<file path="src/rtl/cmd_router_pkg.sv">
// Shared types and constants for the host packet router.
// Both the inbound parser and the reply arbiter import this package.
package cmd_router_pkg;

    localparam logic [7:0] DEF_SYNC_BYTE = 8'hAA;

    typedef enum logic [1:0] {
        R_SYNC,
        R_ADDR,
        R_LEN,
        R_DATA
    } rx_state_t;

    typedef enum logic [2:0] {
        T_IDLE,
        T_SYNC,
        T_ADDR,
        T_LEN,
        T_PAY
    } tx_state_t;

endpackage

</file>
<file path="src/rtl/cmd_router_msg_arbiter.sv">
// Round-robin reply arbiter: picks a slave with a pending message
// and streams [SYNC, ADDR, LEN, payload] on a ready/valid byte link.
module msg_arbiter
    import cmd_router_pkg::*;
#(
    parameter int         N_SLAVES  = 9,
    parameter logic [7:0] SYNC_BYTE = DEF_SYNC_BYTE
) (
    input  logic                  clk,
    input  logic                  n_rst,
    input  logic [N_SLAVES-1:0]   have_msg_bus,
    input  logic [8*N_SLAVES-1:0] slave_data_bus,
    input  logic [8*N_SLAVES-1:0] len_bus,
    output logic [N_SLAVES-1:0]   rdreq_bus,
    output logic [7:0]            tx_data,
    output logic                  tx_valid,
    input  logic                  tx_ready
);

    localparam int IW = (N_SLAVES > 1) ? $clog2(N_SLAVES) : 1;

    tx_state_t      state_q, state_d;
    logic [IW-1:0]  idx_q, idx_d;
    logic [IW-1:0]  ptr_q, ptr_d;
    logic [7:0]     rem_q, rem_d;
    logic           tx_valid_q, tx_valid_d;

    logic [7:0]     len_a  [N_SLAVES];
    logic [7:0]     data_a [N_SLAVES];
    logic           found;
    logic [IW-1:0]  sel;
    logic [IW-1:0]  j;

    for (genvar i = 0; i < N_SLAVES; i++) begin : g_split
        assign len_a[i]  = len_bus[8*i +: 8];
        assign data_a[i] = slave_data_bus[8*i +: 8];
    end

    // First requester after the last one served, wrapping around.
    always_comb begin
        found = 1'b0;
        sel   = '0;
        j     = '0;
        for (int k = 1; k <= N_SLAVES; k++) begin
            j = IW'((int'(ptr_q) + k) % N_SLAVES);
            if (!found && have_msg_bus[j] && len_a[j] != 8'd0) begin
                found = 1'b1;
                sel   = j;
            end
        end
    end

    always_comb begin
        state_d   = state_q;
        idx_d     = idx_q;
        ptr_d     = ptr_q;
        rem_d     = rem_q;
        tx_data   = 8'h00;
        rdreq_bus = '0;
        unique case (state_q)
            T_IDLE: begin
                if (found) begin
                    idx_d   = sel;
                    ptr_d   = sel;
                    rem_d   = len_a[sel];
                    state_d = T_SYNC;
                end
            end
            T_SYNC: begin
                tx_data = SYNC_BYTE;
                if (tx_ready) state_d = T_ADDR;
            end
            T_ADDR: begin
                tx_data = 8'(idx_q);
                if (tx_ready) state_d = T_LEN;
            end
            T_LEN: begin
                tx_data = rem_q;
                if (tx_ready) state_d = T_PAY;
            end
            T_PAY: begin
                tx_data = data_a[idx_q];
                if (tx_ready) begin
                    rdreq_bus[idx_q] = 1'b1;
                    rem_d            = rem_q - 8'd1;
                    if (rem_q == 8'd1) state_d = T_IDLE;
                end
            end
            default: state_d = T_IDLE;
        endcase
        tx_valid_d = (state_d != T_IDLE);
    end

    always_ff @(posedge clk or negedge n_rst) begin
        if (!n_rst) begin
            state_q    <= T_IDLE;
            idx_q      <= '0;
            ptr_q      <= IW'(N_SLAVES - 1);
            rem_q      <= 8'd0;
            tx_valid_q <= 1'b0;
        end else begin
            state_q    <= state_d;
            idx_q      <= idx_d;
            ptr_q      <= ptr_d;
            rem_q      <= rem_d;
            tx_valid_q <= tx_valid_d;
        end
    end

    assign tx_valid = tx_valid_q;

endmodule

</file>
<file path="src/rtl/cmd_router.sv">
// Host byte-link packet router: parses inbound writes into slave
// strobes and hands outbound replies to the msg_arbiter.
module cmd_router
    import cmd_router_pkg::*;
#(
    parameter int         N_SLAVES   = 9,
    parameter logic [7:0] SYNC_BYTE  = DEF_SYNC_BYTE,
    parameter int         RX_TIMEOUT = 1000
) (
    input  logic                  clk,
    input  logic                  n_rst,
    input  logic [7:0]            rx_data,
    input  logic                  rx_valid,
    output logic [7:0]            master_data,
    output logic [N_SLAVES-1:0]   valid_bus,
    input  logic [N_SLAVES-1:0]   have_msg_bus,
    input  logic [8*N_SLAVES-1:0] slave_data_bus,
    input  logic [8*N_SLAVES-1:0] len_bus,
    output logic [N_SLAVES-1:0]   rdreq_bus,
    output logic [7:0]            tx_data,
    output logic                  tx_valid,
    input  logic                  tx_ready,
    output logic                  err_addr,
    output logic                  err_timeout
);

    localparam int IW = (N_SLAVES > 1) ? $clog2(N_SLAVES) : 1;
    localparam int TW = $clog2(RX_TIMEOUT + 1);
    localparam logic [TW-1:0] TMO_LAST = TW'(RX_TIMEOUT - 1);
    localparam logic [7:0]    NS8      = 8'(N_SLAVES);

    rx_state_t           state_q, state_d;
    logic [7:0]          addr_q, addr_d;
    logic [7:0]          rem_q, rem_d;
    logic [7:0]          mdata_q, mdata_d;
    logic [N_SLAVES-1:0] vbus_q, vbus_d;
    logic [TW-1:0]       tmo_q, tmo_d;
    logic                addr_bad;

    assign addr_bad = (addr_q >= NS8);

    always_comb begin
        state_d     = state_q;
        addr_d      = addr_q;
        rem_d       = rem_q;
        mdata_d     = mdata_q;
        vbus_d      = '0;
        tmo_d       = '0;
        err_addr    = 1'b0;
        err_timeout = 1'b0;
        // Idle gaps only matter once a packet has started.
        if (state_q != R_SYNC && !rx_valid) begin
            if (tmo_q == TMO_LAST) begin
                state_d     = R_SYNC;
                err_timeout = 1'b1;
            end else begin
                tmo_d = tmo_q + 1'b1;
            end
        end
        if (rx_valid) begin
            unique case (state_q)
                R_SYNC: begin
                    if (rx_data == SYNC_BYTE) state_d = R_ADDR;
                end
                R_ADDR: begin
                    addr_d  = rx_data;
                    state_d = R_LEN;
                end
                R_LEN: begin
                    rem_d    = rx_data;
                    err_addr = addr_bad;
                    state_d  = (rx_data == 8'd0) ? R_SYNC : R_DATA;
                end
                R_DATA: begin
                    rem_d = rem_q - 8'd1;
                    if (!addr_bad) begin
                        mdata_d                 = rx_data;
                        vbus_d[addr_q[IW-1:0]] = 1'b1;
                    end
                    if (rem_q == 8'd1) state_d = R_SYNC;
                end
                default: state_d = R_SYNC;
            endcase
        end
    end

    always_ff @(posedge clk or negedge n_rst) begin
        if (!n_rst) begin
            state_q <= R_SYNC;
            addr_q  <= 8'd0;
            rem_q   <= 8'd0;
            mdata_q <= 8'd0;
            vbus_q  <= '0;
            tmo_q   <= '0;
        end else begin
            state_q <= state_d;
            addr_q  <= addr_d;
            rem_q   <= rem_d;
            mdata_q <= mdata_d;
            vbus_q  <= vbus_d;
            tmo_q   <= tmo_d;
        end
    end

    assign master_data = mdata_q;
    assign valid_bus   = vbus_q;

    msg_arbiter #(
        .N_SLAVES  (N_SLAVES),
        .SYNC_BYTE (SYNC_BYTE)
    ) u_arb (
        .clk            (clk),
        .n_rst          (n_rst),
        .have_msg_bus   (have_msg_bus),
        .slave_data_bus (slave_data_bus),
        .len_bus        (len_bus),
        .rdreq_bus      (rdreq_bus),
        .tx_data        (tx_data),
        .tx_valid       (tx_valid),
        .tx_ready       (tx_ready)
    );

endmodule

</file>
<file path="config.mk">
export PLATFORM = sky130hd
export DESIGN_NAME = cmd_router
export DESIGN_NICKNAME = d
export VERILOG_FILES = /design/src/rtl/cmd_router_pkg.sv /design/src/rtl/cmd_router_msg_arbiter.sv /design/src/rtl/cmd_router.sv
export SDC_FILE = /design/constraint.sdc
export NUM_CORES = 1
export LEC_CHECK = 0
export ABC_AREA = 1
export BUFFER_PORTS_ARGS = -buffer_cell sky130_fd_sc_hd__buf_2
export CAP_MARGIN = 20
export CORE_MARGIN = 2
export CORE_UTILIZATION = 24
export DETAILED_ROUTE_END_ITERATION = 16
export SLEW_MARGIN = 10
export SYNTH_ARGS = -nofsm -noshare
export SYNTH_HDL_FRONTEND = slang
export SYNTH_SLANG_ARGS = --single-unit
</file>
<file path="constraint.sdc">
create_clock -name clk -period 8 [get_ports clk]
set_input_delay 1.6 -clock clk [delete_from_list [all_inputs] [get_ports clk]]
set_output_delay 1.6 -clock clk [all_outputs]
set_load 0.02 [all_outputs]
</file>
==> metrics.txt <==
Critical-path top delay cell dfstp_2; WHS Path Cells 2; Post-route DRC 0; Mapped Area 11200 sq um; initial antenna violation count 5; worst rel slew slack 25.2%; Die Span Y 220 um; DRT iter0 DRCs 1481; die area 48500 sq um; Post-synth ARST share 100%; drt first pass iters 8; Max Cap Viol 0; Worst R2R Path Depth 38; Total GRT Usage roughly 19%; outcome finished clean; vias 14200; Final Slew Violations 0; Setup Skew 12.2 ps; min Tclk post-route 6670 ps; EDFF count, synth 0; Area Overhead vs Synth 16.5%; CP max stage delay 730 ps; first-pass GRT wire length ~73 mm; Final nets 2366; Routed WL a little under 50 mm; number of global-route vias before repair 12500; HPWL Detailed between 30 and 40 mm; Site Rows 79; Netlist cell types 60; CTS tree yes; slew of the pin with the lowest slew margin 1120 ps; most used cell, CP nand2_1; DIE WIDTH 220 um; gp weighted congestion 0.982; Buffers on Ports 201; commonest non-fill, non-tap cells in the layout nand2_1 (548), nand3_1 (287), inv_1 (212), buf_2 (201), nor2_1 (149); PostCTS Resize Cnt 0; final setup fails 0; Yosys reg bits 62; Hold Path Origin master_data[0]; core box area 46400 sq um; flop-to-flop setup slack ~1300 ps; clock slew seen by the registers of the worst setup and hold paths 60 ps; CTS Buf Count 9; Sinks on Clock Net 62; CTS H-tree depth 3; GRT Residual Overflow 0; Setup TNS 0 ps; Seq/Total Area, Yosys 13.8%; Hold-fix buffers, CTS 0; fin worst setup slack about 1300 ps; Crit Reg-Reg Endpoint u_arb.rem_q[2]; Critical Path Source Type register; clock latency on the worst-skew pair roughly 340 ps; largest net degree at the start of global routing 63; Fin Hold WS 483 ps; commonest non-fill, non-tap cell in the layout nand2_1; CP endpoint kind register; cells after synthesis 1977; Mean Syn Cell Area 5.68 sq um; CP Max Fanout between 50 and 60; I/O pin count 202; routed len/inst between 15 and 20 um; postcts setup bufs 0; critical path data required time 8230 ps; Max Freq between 100 and 150 MHz; RR Startpoint u_arb.ptr_q[3]; RSZ-0062 raised after global routing false; Synthesized Nets 2200; CP Class reg2reg; period utilization 83.4%; CTS Buffer Depth 2; Hold WC Path Type reg2reg; Routed Antenna Nets 0; layout cell share with drive strength beyond 1 16.5%; Initial Util 24.2%; final hold violation count 0; Placement Setup Slack 1470 ps; Post-synth top flop dfrtp_1; root buf cell clkbuf_16; Via density roughly 5.2; hold worst-path end master_data[0]; yosys warns 0; Worst EP arrival 6900 ps
cells by family (layout without fill, tap and decap cells):
family	after synthesis	count (layout)	share of synthesized area, %
xor gates and xnor gates	20	20	1.73
DFF	62	62	13.8
and+or+nand+nor	1140	1140	46.2
other	0	1	0
adders and majority gates	58	58	6.46
AOI/OAI and AO/OA	369	369	19.6
buffers and inverters	328	499	12.2
worst max path at each step:
stage | startpoint | endpoint | slack [ps]
after CTS | u_arb.ptr_q[3] | u_arb.rem_q[2] | 1420
after global placement | u_arb.ptr_q[3] | u_arb.rem_q[2] | 1470
final | u_arb.ptr_q[3] | u_arb.rem_q[2] | 1330
after floorplan | u_arb.ptr_q[0] | u_arb.rem_q[1] | 1760
after detailed placement | u_arb.ptr_q[3] | u_arb.rem_q[2] | 1470
after global routing | u_arb.ptr_q[3] | u_arb.rem_q[1] | 700
per-stage QoR:
| step | cell area [sq um] | instances | utilization (%) |
|---|---|---|---|
| final | 13100 | 2756 | 28.2 |
| after global routing | 13100 | 2756 | 28.2 |
| after CTS | 13100 | 2755 | 28.2 |
| after detailed placement | 12800 | 2739 | 27.6 |
| after global placement | 12800 | 2739 | 27.6 |
| after floorplan | 11200 | 1977 | - |
routing by layer:
| metal | global-route usage, % | wire length [um] |
|---|---|---|
| met1 | 26.3 | 20600 |
| met2 | 31.1 | 21900 |
| met3 | 3.18 | 4630 |
| met4 | 6.42 | 1710 |
| met5 | 0 | 41 |
cell type report:
cell class,count,area [sq um]
tap,607,759
sequential,62,1550
antenna,1,2.50
inverter,259,976
timing repair buffer,224,1180
fill,5272,33300
multi-input combinational,1587,8330
clock buffer,10,229
clock inverter,6,61.3
critical path: cells and delay by family, from the launching register on:
kind | cells | cell delay [ps]
AOI/OAI and AO/OA | 4 | 580
xor gates and xnor gates | 1 | 160
adders and majority gates | 2 | 600
buffers and inverters | 9 | 1470
DFF | 1 | 730
and+or+nand+nor | 22 | 3000
synth_stat cells (31+ instances only):
| library cell | instances | share of area (%) |
|---|---|---|
| inv_1 | 213 | 7.1 |
| nand2_1 | 548 | 18 |
| a21oi_1 | 68 | 3.0 |
| inv_2 | 33 | 1.1 |
| nor2_1 | 150 | 5.0 |
| nand3_1 | 287 | 13 |
| dfrtp_1 | 61 | 14 |
| clkbuf_1 | 31 | 1.0 |
| nand2_2 | 33 | 1.8 |
| ha_1 | 58 | 6.5 |
| o211ai_1 | 60 | 4.0 |
| o21ai_0 | 148 | 6.6 |
sequential cells by signal, indices dropped and copies added, names as in the netlist:
register,count
rem_q,8
addr_q,8
u_arb.ptr_q,4
u_arb.state_q,3
u_arb.idx_q,1
u_arb.tx_valid,1
valid_bus,9
state_q,2
master_data,8
u_arb.rem_q,8
tmo_q,10
Power is not shown: default switching activity piles up to over one toggle a cycle in this logic, so the estimate is an artifact.
